==> src/rtl/biu_arb_pkg.sv <==
// Shared definitions for the bus interface unit arbiter: bus command
// encodings, FSM state encoding and the request-size legality check.
package biu_arb_pkg;

    localparam logic [1:0] CMD_RD   = 2'b01;
    localparam logic [1:0] CMD_LINE = 2'b10;
    localparam logic [1:0] CMD_WR   = 2'b11;

    typedef enum logic [1:0] {
        ST_IDLE  = 2'd0,
        ST_ISSUE = 2'd1,
        ST_DATA  = 2'd2,
        ST_RESP  = 2'd3
    } biu_state_e;

    // A request size is legal only when exactly one of the four bits is set.
    function automatic logic size_legal(input logic [3:0] size);
        return (size == 4'b0001) || (size == 4'b0010) ||
               (size == 4'b0100) || (size == 4'b1000);
    endfunction

endpackage

==> src/rtl/biu_arb_if.sv <==
// Command/data handshake between the arbiter (master) and the cache bus unit (slave).
interface biu_arb_if #(
    parameter int AW = 32,
    parameter int DW = 64
) ();

    logic          req;
    logic [1:0]    cmd;
    logic [3:0]    size;
    logic [AW-1:0] addr;
    logic [DW-1:0] wdata;
    logic          ack;
    logic          rvalid;
    logic [DW-1:0] rdata;
    logic          done;
    logic          err;

    modport master (
        output req, cmd, size, addr, wdata,
        input  ack, rvalid, rdata, done, err
    );

    modport slave (
        input  req, cmd, size, addr, wdata,
        output ack, rvalid, rdata, done, err
    );

endinterface

==> src/rtl/biu_rr_arb.sv <==
// Round-robin grant over NCH requesters. The search starts one past the
// last granted channel, so a waiting channel sees at most NCH-1 others first.
module biu_rr_arb #(
    parameter int NCH = 2,
    localparam int IW = (NCH > 1) ? $clog2(NCH) : 1
) (
    input  logic           clk,
    input  logic           rst,
    input  logic [NCH-1:0] req,
    input  logic           adv,
    output logic           gnt_vld,
    output logic [IW-1:0]  gnt_idx
);

    logic [IW-1:0] ptr;

    // Nearest pending channel after ptr wins; the loop runs far-to-near so the
    // last hit is the closest one.
    always_comb begin
        logic [IW-1:0] c;
        gnt_vld = 1'b0;
        gnt_idx = '0;
        c       = '0;
        for (int i = NCH; i >= 1; i--) begin
            c = IW'((int'(ptr) + i) % NCH);
            if (req[c]) begin
                gnt_vld = 1'b1;
                gnt_idx = c;
            end
        end
    end

    // Pointer follows the channel that was actually granted.
    always_ff @(posedge clk or negedge rst) begin
        if (!rst) begin
            ptr <= '0;
        end else if (adv && gnt_vld) begin
            ptr <= gnt_idx;
        end
    end

endmodule

==> src/rtl/biu_arb.sv <==
// N-channel front end to the cache bus unit: arbitrates per-channel requests,
// runs one bus transaction at a time and returns beats/responses to the owner.
//
// state    | meaning
// ---------+-----------------------------------------------------------
// ST_IDLE  | no owner; pick next pending channel, latch its request
// ST_ISSUE | bus_req high with latched fields until bus_ack
// ST_DATA  | count read beats, wait for bus_done / bus_err
// ST_RESP  | one cycle in which trans_rdy or bus_error pulses to owner
module biu_arb
    import biu_arb_pkg::*;
#(
    parameter int NCH        = 2,
    parameter int AW         = 32,
    parameter int DW         = 64,
    parameter int LINE_BEATS = 8,
    parameter int TMO        = 1023
) (
    input  logic              clk,
    input  logic              rst,
    input  logic [NCH-1:0]    ch_read_req,
    input  logic [NCH-1:0]    ch_read_line_req,
    input  logic [NCH-1:0]    ch_wt_req,
    input  logic [4*NCH-1:0]  ch_size,
    input  logic [AW*NCH-1:0] ch_pa,
    input  logic [DW*NCH-1:0] ch_wt_data,
    output logic [NCH-1:0]    ch_line_write,
    output logic [NCH-1:0]    ch_cache_entry_write,
    output logic [NCH-1:0]    ch_trans_rdy,
    output logic [NCH-1:0]    ch_bus_error,
    output logic [DW-1:0]     line_data,
    output logic [10:0]       addr_count,
    biu_arb_if.master         bus
);

    localparam int IW     = (NCH > 1) ? $clog2(NCH) : 1;
    localparam int BB     = DW / 8;
    localparam int OFF_W  = $clog2(LINE_BEATS * BB);
    localparam int BW     = $clog2(LINE_BEATS + 1);
    localparam int TW     = (TMO > 0) ? $clog2(TMO + 1) : 1;
    localparam logic [TW-1:0] WDOG_LOAD = TW'((TMO > 0) ? TMO - 1 : 0);

    biu_state_e    state;
    logic [IW-1:0] own;
    logic [1:0]    cmd_q;
    logic [BW-1:0] beat_cnt;
    logic [TW-1:0] wdog;
    logic          err_q;

    logic [NCH-1:0] pending;
    logic           gnt_vld;
    logic [IW-1:0]  gnt_idx;
    logic [NCH-1:0] gnt_oh;
    logic [NCH-1:0] own_oh;

    logic           sel_rd, sel_line, sel_wt;
    logic [3:0]     sel_size;
    logic [AW-1:0]  sel_pa;
    logic [DW-1:0]  sel_wdata;
    logic [1:0]     sel_cmd;
    logic           sel_illegal;

    logic           data_phase;
    logic           beat_ok;
    logic           beat_bad;
    logic           is_line;
    logic [BW-1:0]  beats_now;
    logic           fin;
    logic           fin_err;
    logic           wdog_exp;

    assign pending = ch_read_req | ch_read_line_req | ch_wt_req;

    biu_rr_arb #(.NCH(NCH)) u_rr (
        .clk     (clk),
        .rst     (rst),
        .req     (pending),
        .adv     (state == ST_IDLE),
        .gnt_vld (gnt_vld),
        .gnt_idx (gnt_idx)
    );

    // Select the granted channel's request fields and one-hot owner masks.
    always_comb begin
        sel_rd    = 1'b0;
        sel_line  = 1'b0;
        sel_wt    = 1'b0;
        sel_size  = '0;
        sel_pa    = '0;
        sel_wdata = '0;
        gnt_oh    = '0;
        own_oh    = '0;
        for (int c = 0; c < NCH; c++) begin
            gnt_oh[c] = (gnt_idx == IW'(c));
            own_oh[c] = (own == IW'(c));
            if (gnt_idx == IW'(c)) begin
                sel_rd    = ch_read_req[c];
                sel_line  = ch_read_line_req[c];
                sel_wt    = ch_wt_req[c];
                sel_size  = ch_size[4*c +: 4];
                sel_pa    = ch_pa[AW*c +: AW];
                sel_wdata = ch_wt_data[DW*c +: DW];
            end
        end
        sel_cmd     = sel_wt ? CMD_WR : (sel_line ? CMD_LINE : CMD_RD);
        sel_illegal = (sel_rd & sel_line) | (sel_rd & sel_wt) | (sel_line & sel_wt) |
                      !size_legal(sel_size);
    end

    // Classify this cycle's beat and decide whether the transaction ends.
    // An ack cycle is also a data cycle so ack+done collapses into one step.
    always_comb begin
        data_phase = (state == ST_DATA) || ((state == ST_ISSUE) && bus.ack);
        is_line    = (cmd_q == CMD_LINE);
        beat_ok    = 1'b0;
        beat_bad   = 1'b0;
        if (data_phase && bus.rvalid) begin
            case (cmd_q)
                CMD_LINE: begin
                    if (beat_cnt < BW'(LINE_BEATS)) beat_ok  = 1'b1;
                    else                            beat_bad = 1'b1;
                end
                CMD_RD:   beat_ok  = 1'b1;
                default:  beat_bad = 1'b1;
            endcase
        end
        beats_now = beat_cnt + BW'(beat_ok && is_line);
        fin       = data_phase && (bus.done || bus.err);
        fin_err   = bus.err || err_q || beat_bad ||
                    (is_line && (beats_now < BW'(LINE_BEATS)));
        wdog_exp  = (TMO != 0) && ((state == ST_ISSUE) || (state == ST_DATA)) &&
                    (wdog == '0);
    end

    // Transaction sequencer with registered bus and channel outputs.
    always_ff @(posedge clk or negedge rst) begin
        if (!rst) begin
            state                <= ST_IDLE;
            own                  <= '0;
            cmd_q                <= '0;
            beat_cnt             <= '0;
            wdog                 <= '0;
            err_q                <= 1'b0;
            ch_line_write        <= '0;
            ch_cache_entry_write <= '0;
            ch_trans_rdy         <= '0;
            ch_bus_error         <= '0;
            line_data            <= '0;
            addr_count           <= '0;
            bus.req              <= 1'b0;
            bus.cmd              <= '0;
            bus.size             <= '0;
            bus.addr             <= '0;
            bus.wdata            <= '0;
        end else begin
            ch_line_write        <= '0;
            ch_cache_entry_write <= '0;
            ch_trans_rdy         <= '0;
            ch_bus_error         <= '0;
            case (state)
                ST_IDLE: begin
                    if (gnt_vld) begin
                        own      <= gnt_idx;
                        cmd_q    <= sel_cmd;
                        beat_cnt <= '0;
                        err_q    <= 1'b0;
                        wdog     <= WDOG_LOAD;
                        if (sel_illegal) begin
                            ch_bus_error <= gnt_oh;
                            state        <= ST_RESP;
                        end else begin
                            bus.req   <= 1'b1;
                            bus.cmd   <= sel_cmd;
                            bus.size  <= sel_size;
                            bus.addr  <= (sel_cmd == CMD_LINE) ?
                                         {sel_pa[AW-1:OFF_W], OFF_W'(0)} : sel_pa;
                            bus.wdata <= sel_wdata;
                            state     <= ST_ISSUE;
                        end
                    end
                end
                ST_ISSUE, ST_DATA: begin
                    if (wdog != '0) wdog <= wdog - TW'(1);
                    if (beat_ok) begin
                        line_data     <= bus.rdata;
                        ch_line_write <= own_oh;
                        addr_count    <= is_line ? 11'(beat_cnt * BB) : 11'd0;
                        if (is_line) begin
                            beat_cnt <= beat_cnt + BW'(1);
                            if (beat_cnt == BW'(LINE_BEATS - 1))
                                ch_cache_entry_write <= own_oh;
                        end
                    end
                    if (beat_bad) err_q <= 1'b1;
                    if (fin) begin
                        bus.req <= 1'b0;
                        state   <= ST_RESP;
                        if (fin_err) ch_bus_error <= own_oh;
                        else         ch_trans_rdy <= own_oh;
                    end else if (wdog_exp) begin
                        bus.req      <= 1'b0;
                        ch_bus_error <= own_oh;
                        state        <= ST_RESP;
                    end else if ((state == ST_ISSUE) && bus.ack) begin
                        bus.req <= 1'b0;
                        state   <= ST_DATA;
                    end
                end
                ST_RESP: state <= ST_IDLE;
                default: state <= ST_IDLE;
            endcase
        end
    end

endmodule

==> src/flat_wrapper.sv <==
// flat-port wrapper written by rule: the top's interface ports become plain ports
module biu_arb_flat import biu_arb_pkg::*;
#(
    parameter int NCH        = 2,
    parameter int AW         = 32,
    parameter int DW         = 64,
    parameter int LINE_BEATS = 8,
    parameter int TMO        = 1023
)
  (clk, rst, ch_read_req, ch_read_line_req, ch_wt_req, ch_size, ch_pa, ch_wt_data, ch_line_write, ch_cache_entry_write, ch_trans_rdy, ch_bus_error, line_data, addr_count, bus_req, bus_cmd, bus_size, bus_addr, bus_wdata, bus_ack, bus_rvalid, bus_rdata, bus_done, bus_err);
  biu_arb_if #(.AW(AW), .DW(DW)) bus_i ();
  input  logic clk;
  input  logic rst;
  input  logic [NCH-1:0] ch_read_req;
  input  logic [NCH-1:0] ch_read_line_req;
  input  logic [NCH-1:0] ch_wt_req;
  input  logic [4*NCH-1:0] ch_size;
  input  logic [AW*NCH-1:0] ch_pa;
  input  logic [DW*NCH-1:0] ch_wt_data;
  output logic [NCH-1:0] ch_line_write;
  output logic [NCH-1:0] ch_cache_entry_write;
  output logic [NCH-1:0] ch_trans_rdy;
  output logic [NCH-1:0] ch_bus_error;
  output logic [DW-1:0] line_data;
  output logic [10:0] addr_count;
  output wire logic [$bits(bus_i.req)-1:0] bus_req;
  output wire logic [$bits(bus_i.cmd)-1:0] bus_cmd;
  output wire logic [$bits(bus_i.size)-1:0] bus_size;
  output wire logic [$bits(bus_i.addr)-1:0] bus_addr;
  output wire logic [$bits(bus_i.wdata)-1:0] bus_wdata;
  input wire logic [$bits(bus_i.ack)-1:0] bus_ack;
  input wire logic [$bits(bus_i.rvalid)-1:0] bus_rvalid;
  input wire logic [$bits(bus_i.rdata)-1:0] bus_rdata;
  input wire logic [$bits(bus_i.done)-1:0] bus_done;
  input wire logic [$bits(bus_i.err)-1:0] bus_err;
  assign bus_req = bus_i.req;
  assign bus_cmd = bus_i.cmd;
  assign bus_size = bus_i.size;
  assign bus_addr = bus_i.addr;
  assign bus_wdata = bus_i.wdata;
  assign bus_i.ack = bus_ack;
  assign bus_i.rvalid = bus_rvalid;
  assign bus_i.rdata = bus_rdata;
  assign bus_i.done = bus_done;
  assign bus_i.err = bus_err;
  biu_arb #(.NCH(NCH), .AW(AW), .DW(DW), .LINE_BEATS(LINE_BEATS), .TMO(TMO)) u_core (.clk(clk), .rst(rst), .ch_read_req(ch_read_req), .ch_read_line_req(ch_read_line_req), .ch_wt_req(ch_wt_req), .ch_size(ch_size), .ch_pa(ch_pa), .ch_wt_data(ch_wt_data), .ch_line_write(ch_line_write), .ch_cache_entry_write(ch_cache_entry_write), .ch_trans_rdy(ch_trans_rdy), .ch_bus_error(ch_bus_error), .line_data(line_data), .addr_count(addr_count), .bus(bus_i));
endmodule
==> config.mk <==
export PLATFORM = sky130hd
export DESIGN_NAME = biu_arb_flat
export DESIGN_NICKNAME = d
export VERILOG_FILES = /design/src/rtl/biu_arb_pkg.sv /design/src/rtl/biu_arb_if.sv /design/src/rtl/biu_rr_arb.sv /design/src/rtl/biu_arb.sv /design/src/flat_wrapper.sv
export SDC_FILE = /design/constraint.sdc
export NUM_CORES = 1
export LEC_CHECK = 0
export ABC_AREA = 0
export CORE_AREA = 2 2 179 181
export DETAILED_ROUTE_END_ITERATION = 10
export DIE_AREA = 0 0 181 183
export PLACE_DENSITY_LB_ADDON = 0.2
export SYNTH_ARGS = -nofsm -noshare
export SYNTH_HDL_FRONTEND = slang
export SYNTH_SLANG_ARGS = --single-unit
==> constraint.sdc <==
create_clock -name clk -period 6.8 [get_ports clk]
set_clock_uncertainty 0.2 [all_clocks]
set_input_delay 1.36 -clock clk [delete_from_list [all_inputs] [get_ports clk]]
set_output_delay 1.36 -clock clk [all_outputs]
set_load 0.02 [all_outputs]
# --- Word level (Yosys, flattened, before mapping) ---
# Index checks and enable logic that the tools add are counted.
word_totals:
  ff_bits: 207
  output_inout_bits: 186
  elab_cells: 147
classes:
  addsub: 5
  order_cmp: 4
  eq_ne: 18
  mux: 61
  n_bitwise: 11
  reduce_logical: 30
ops:
  columns: ["op", "count"]
  rows:
  - ["64-bit two-way mux", 1]
  - ["2-bit two-way mux", 21]
  - ["32-bit two-way mux", 1]
  - ["1-bit two-way mux", 22]
  - ["10-bit two-way mux", 2]
  - ["10-bit case mux with 2 select lines", 1]
  - ["4-bit two-way mux", 4]
  - ["10-bit logical NOT", 1]
  - ["2-bit by 1-bit != test with 1-bit output, second input constant", 5]
  - ["10-bit nonzero test", 1]
  - ["10-bit by 1-bit subtractor with 10-bit output, second input constant", 1]
  - ["1-bit logical OR", 9]
  - ["3-bit AND reduction", 3]
  - ["2-bit equality test, second input constant", 4]
  - ["4-bit by 3-bit equality test with 1-bit output, second input constant", 2]
  - ["4-bit less-than comparator, second input constant", 2]
  - ["1-bit case mux with 2 select lines", 4]
  - ["4-bit case mux with 2 select lines", 1]
  - ["4-bit AND reduction", 2]
  - ["1-bit logical AND", 7]
  - ["7-bit two-way mux", 1]
  - ["6-bit two-way mux", 1]
  - ["2-bit case mux with 3 select lines", 1]
  - ["2-bit AND reduction", 3]
  - ["other kinds (19)", 29]

# --- Depth between registers and ports, before layout ---
depth:
  ltp_word: 16
  mapped_depth: 9

# --- Hierarchy ---
# From an unflattened synthesis, not the netlist that was laid out.
unflattened:
  cells_unflattened: 696
  area_unflattened_um2: 9461.6
modules_own_cells:
  columns: ["mod", "instances", "cells_per_inst", "area_each_um2", "seq_area_each_um2"]
  rows:
  - ["biu_arb", 1, 691, 9411.5, 4979.8]
  - ["biu_rr_arb", 1, 5, 50.0, 25.0]

# --- Worst setup path before layout ---
# OpenSTA, ideal clock, no wires.
synth_timing:
  kind: "input to register"
  startpoint: "input ch_read_line_req[1]"
  endpoint: "register u_core.bus.addr[16]"
  setup_ns: 0.125
  arrival_ns: 3.262
  slack_ns: 3.213
  stages: 7
  n_path_buf: 3
  cell_sequence: "buf_2 > nor3_1 > nand2b_1 > buf_2 > buf_1 > mux2_2 > mux2_4"
synth_between:
  elab_chain_len: 15
  word_cells_on_any_way: 31
  classes_between: "eq/ne: 4; mux: 13; bitwise: 9; reduce/logical: 5"
synth_lines:
  columns: ["item", "line_no", "rtl"]
  rows:
  - ["start: declaration", "flat_wrapper.sv:15", "input logic [NCH-1:0] ch_read_line_req;"]
  - ["2-bit bitwise OR (2 in a row)", "biu_arb.sv:72", "assign pending = ch_read_req | ch_read_line_req | ch_wt_req;"]
  - ["1-bit two-way mux (implied by the code) (2 in a row)", "biu_rr_arb.sv:26", "if (req[c]) begin"]
  - ["1-bit two-way mux (2 in a row)", "biu_rr_arb.sv:26", null]
  - ["4-bit two-way mux", "biu_arb.sv:96", "if (gnt_idx == IW'(c)) begin"]
  - ["4-bit by 1-bit equality test with 1-bit output / 4-bit by 2-bit equality test with 1-bit output (equally long branches)", "biu_arb_pkg.sv:18", "return (size == 4'b0001) || (size == 4'b0010) ||"]
  - ["1-bit logical OR (2 in a row)", "biu_arb_pkg.sv:18", null]
  - ["1-bit logical OR", "biu_arb_pkg.sv:19", "(size == 4'b0100) || (size == 4'b1000);"]
  - ["1-bit logical NOT", "biu_arb.sv:107", "!size_legal(sel_size);"]
  - ["1-bit bitwise OR", "biu_arb.sv:106", "sel_illegal = (sel_rd & sel_line) | (sel_rd & sel_wt) | (sel_line & sel_wt) |"]
  - ["1-bit NOT (no source line)", null, null]
  - ["3-bit AND reduction (no source line)", null, null]
  - ["end signal: assignment", "biu_arb.sv:175", "bus.addr <= (sel_cmd == CMD_LINE) ?"]
  - ["end: declaration", "biu_arb_if.sv:19", "output req, cmd, size, addr, wdata,"]
# Several ways; a longest one is shown, not always the timed one. The select of a mux whose other input is x is not followed.
# A chain may end at the register's enable or synchronous reset.

# --- Worst setup path after layout ---
layout_timing:
  startpoint: "input ch_read_line_req[0]"
  endpoint: "register u_core.bus.wdata[35]"
layout_between:
  elab_chain_len: 15
  word_cells_on_any_way: 31
  classes_between: "eq/ne: 4; mux: 13; bitwise: 9; reduce/logical: 5"
layout_lines:
  columns: ["item", "line_no", "rtl"]
  rows:
  - ["2-bit bitwise OR (2 in a row)", "biu_arb.sv:72", null]
  - ["1-bit two-way mux (implied by the code) (2 in a row)", "biu_rr_arb.sv:26", null]
  - ["1-bit two-way mux (2 in a row)", "biu_rr_arb.sv:26", null]
  - ["4-bit two-way mux", "biu_arb.sv:96", null]
  - ["4-bit by 1-bit equality test with 1-bit output / 4-bit by 2-bit equality test with 1-bit output (equally long branches)", "biu_arb_pkg.sv:18", null]
  - ["1-bit logical OR (2 in a row)", "biu_arb_pkg.sv:18", null]
  - ["1-bit logical OR", "biu_arb_pkg.sv:19", null]
  - ["1-bit logical NOT", "biu_arb.sv:107", null]
  - ["1-bit bitwise OR", "biu_arb.sv:106", null]
  - ["1-bit NOT (no source line)", null, null]
  - ["3-bit AND reduction (no source line)", null, null]
  - ["end signal: assignment", "biu_arb.sv:177", "bus.wdata <= sel_wdata;"]
  - ["end: declaration", "biu_arb_if.sv:19", null]
# Several ways; a longest one is shown, not always the timed one. The select of a mux whose other input is x is not followed.

==> results.md <==
* Highest Signal Layer: met5
* Area Growth Syn to Fin at 56.9%
* Placement Setup Slack at 1.41 ns
* Seq/Total Area, Yosys at 52.0%
* Critical Path AT at 5.04 ns
* FF-to-FF Start: u_core.u_rr.ptr
* Post-DP HPWL at about 22000 microns
* Critical Path End Type: register
* Initial antenna violation count at 2
* Clk pwr share at 17.1%
* Vias per Instance at 4.50
* Die W at 181 microns
* Worst-path clk slew at approximately 0.070 ns
* FMAX at 0.203 GHz
* CTS Hold Bufs at 0
* Final period util at 72.3%
* Initial Util at between 30% and 40%
* Initial DRT Pass Iterations at 4
* Pint at 3.96 mW
* Main synth FF type: dfrtp_1
* Setup TNS at 0 ns
* Setup crit start: ch_read_line_req[0]
* Root Buffer: clkbuf_16
* Syn Area/Cell at roughly 11 sq um
* Slew HR at 37.7%
* Hold_sp: u_core.addr_count[4]
* M1 WL at 12200 microns
* Fin crit period at 4.91 ns
* Met3 wire length at 1970 microns
* Final hold vios at 0
* Synthesized area at 9580 sq um
* Core Region at between 30000 and 40000 sq um
* #FFs+latches synth at 199
* Post-CTS Setup Bufs at 0
* Sequential power share at 31.7%
* H-tree levels at 4
* Slew @ Worst Pin at 0.932 ns
* Final nets at 1553
* Vias at 7585
* Comb power frac at 51.2%
* Final WL at just under 30000 microns
* Total power draw at 6.27 mW
* Switch share at 36.9%
* PwrDens at approximately 420 nW/um^2
* Max-cap violations at 0
* Num ports at 462
* Setup Crit Path Kind: primary input to register
* Global route total overflow at 0
* Status: completed
* Synth Instances at 834
* Crit Path Max Fanout at 40
* Most frequent cells in the layout: clkdlybuf4s50_1, nand2_1, dfrtp_1
* CTS tree: built
* DR WL/cell at 17.5 microns
* Hold Crit Class: register to register
* PostCTS Resize Cnt at 0
* Maximum clock insertion buffer count at 2
* Die Height at around 180 microns
* ANT nets after route at 0
* Startpoint types: primary input
* Post-synth EDFFs at 0
* Crit path required time at 6.92 ns
* Leak Pwr at 6.47 nW
* Final Setup Violations at 0
* GRT Util Overall at around 17%
* Synth warn at 0
* Vias in the first global route at a little under 8000
* Clk_lat worst skew at 0.43 ns
* Hold slack final at 0.268 ns
* TritonCTS Buffers at 17
* Placer Congestion at 0.764
* Final core utilization at 48.2%
* Fill count at 2875
* Netlist cell types at 56
* Setup slack after layout at 1.89 ns
* Sw power at 2.31 mW
* Largest net degree at the start of global routing at roughly 100
* 1st-iter DRT viols at 307
* Layout cell share with drive strength beyond 1 at 18.5%
* RSZ-0062 raised after global routing: false
* Peak supply drop at between 150 and 200 uV
* Site Rows at 65
* PortBufs at about 450
* Async SR Flop Fraction at 100%
* Die area at 33100 sq um
* DRC viols at 0
* DR WL met2 at 14700 microns
* Commonest non-fill, non-tap cell in the layout: clkdlybuf4s50_1
* Max Slew Vio Count at 0
* CTS sink cnt at 199
* First-pass GRT wire length at 44700 microns
==> final timing paths <==
kind	to	slack, ns	depth (start not counted)
worst max-delay path	u_core.bus.wdata[35]	1.89	9
worst min-delay path	u_core.addr_count[4]	0.27	2
worst max register to register	u_core.bus.wdata[35]	3.14	8
worst min register to register	u_core.addr_count[4]	0.27	2
max in group asynchronous	u_core.bus.addr[3]	4.54	2
min in group asynchronous	u_core.line_data[26]	0.77	1
==> cell usage after synthesis (all sizes together) (4+ instances only) <==
cell type / number / share of area, %
buf: 34 / 2.8
a21oi: 7 / 0.37
xnor2: 6 / 0.55
xor2: 4 / 0.37
nand3: 14 / 0.73
nor2b: 4 / 0.26
o21ai: 24 / 1.3
ha: 8 / 1.0
nand2: 224 / 8.8
nor2: 20 / 0.86
a31oi: 4 / 0.26
nor3b: 5 / 0.39
mux2: 190 / 24
clkbuf: 21 / 0.82
mux2i: 9 / 0.94
nor3: 9 / 0.52
inv: 13 / 0.51
dfrtp: 199 / 52
==> layout make-up <==
| class | count | area (sq um) | area share, % |
|---|---|---|---|
| inverter | 13 | 48.8 | 0.324 |
| multi-input combinational | 573 | 4230 | 28.1 |
| clock inverter | 9 | 141 | 0.940 |
| timing repair buffer | 465 | 4660 | 31.0 |
| antenna | 2 | 5.00 | 0.0333 |
| clock buffer | 22 | 474 | 3.15 |
| tap | 402 | 503 | 3.34 |
| sequential | 199 | 4980 | 33.1 |
==> per-stage QoR <==
| step | std cells | instance area, sq um |
|---|---|---|
| 6_report | 1685 | 15000 |
| 5_1_grt | 1684 | 15000 |
| 4_1_cts | 1683 | 15000 |
| 3_5_place_dp | 1652 | 14400 |
| 3_3_place_gp | 1652 | 14400 |
| 2_1_floorplan | 840 | 9610 |
==> cells by family after synthesis <==
logic type | count (synthesis) | share of synthesized area [%]
simple gates | 292 | 12.7
mux | 199 | 25.2
flops | 199 | 52.0
buf+inv | 68 | 4.18
compound gates | 57 | 3.94
xor+xnor | 10 | 0.914
fa+ha+maj | 8 | 1.04
other cells | 1 | 0.0391
==> critical path, stage by stage <==
cell and delay (ns):
clkdlybuf4s50_1 0.56, o31ai_1 0.61, nand2b_4 0.44, o311ai_1 0.22, o221ai_2 0.14, buf_4 0.22, nor2_4 0.73, buf_4 0.37
mux2_2 0.36
==> registers in the layout, indices dropped and copies added, names as in the netlist, 4 cells and up <==
| name | flops |
|---|---|
| u_core.bus.wdata | 64 |
| u_core.line_data | 64 |
| u_core.bus.addr | 32 |
| u_core.wdog | 10 |
| u_core.addr_count | 4 |
| u_core.beat_cnt | 4 |
| u_core.bus.size | 4 |
==> power by group through the flow <==
stage	Clock, mW	Sequential (mW)	Combinational, mW
finish	1.07	1.99	3.21
floorplan	0	2.54	1.24
detailed placement	0	1.99	3.26
global route	1.16	2.06	3.43
global placement	0	1.99	3.23
CTS	1.11	1.99	3.27
==> per-layer routing <==
layer,vias to the layer above,global-route usage [%]
met5,-,0
met4,2,5.14
met3,25,5.40
met2,250,30.4
met1,3621,20.6
li1,3687,-
No activity file was read; power rests on OpenSTA's default activity.
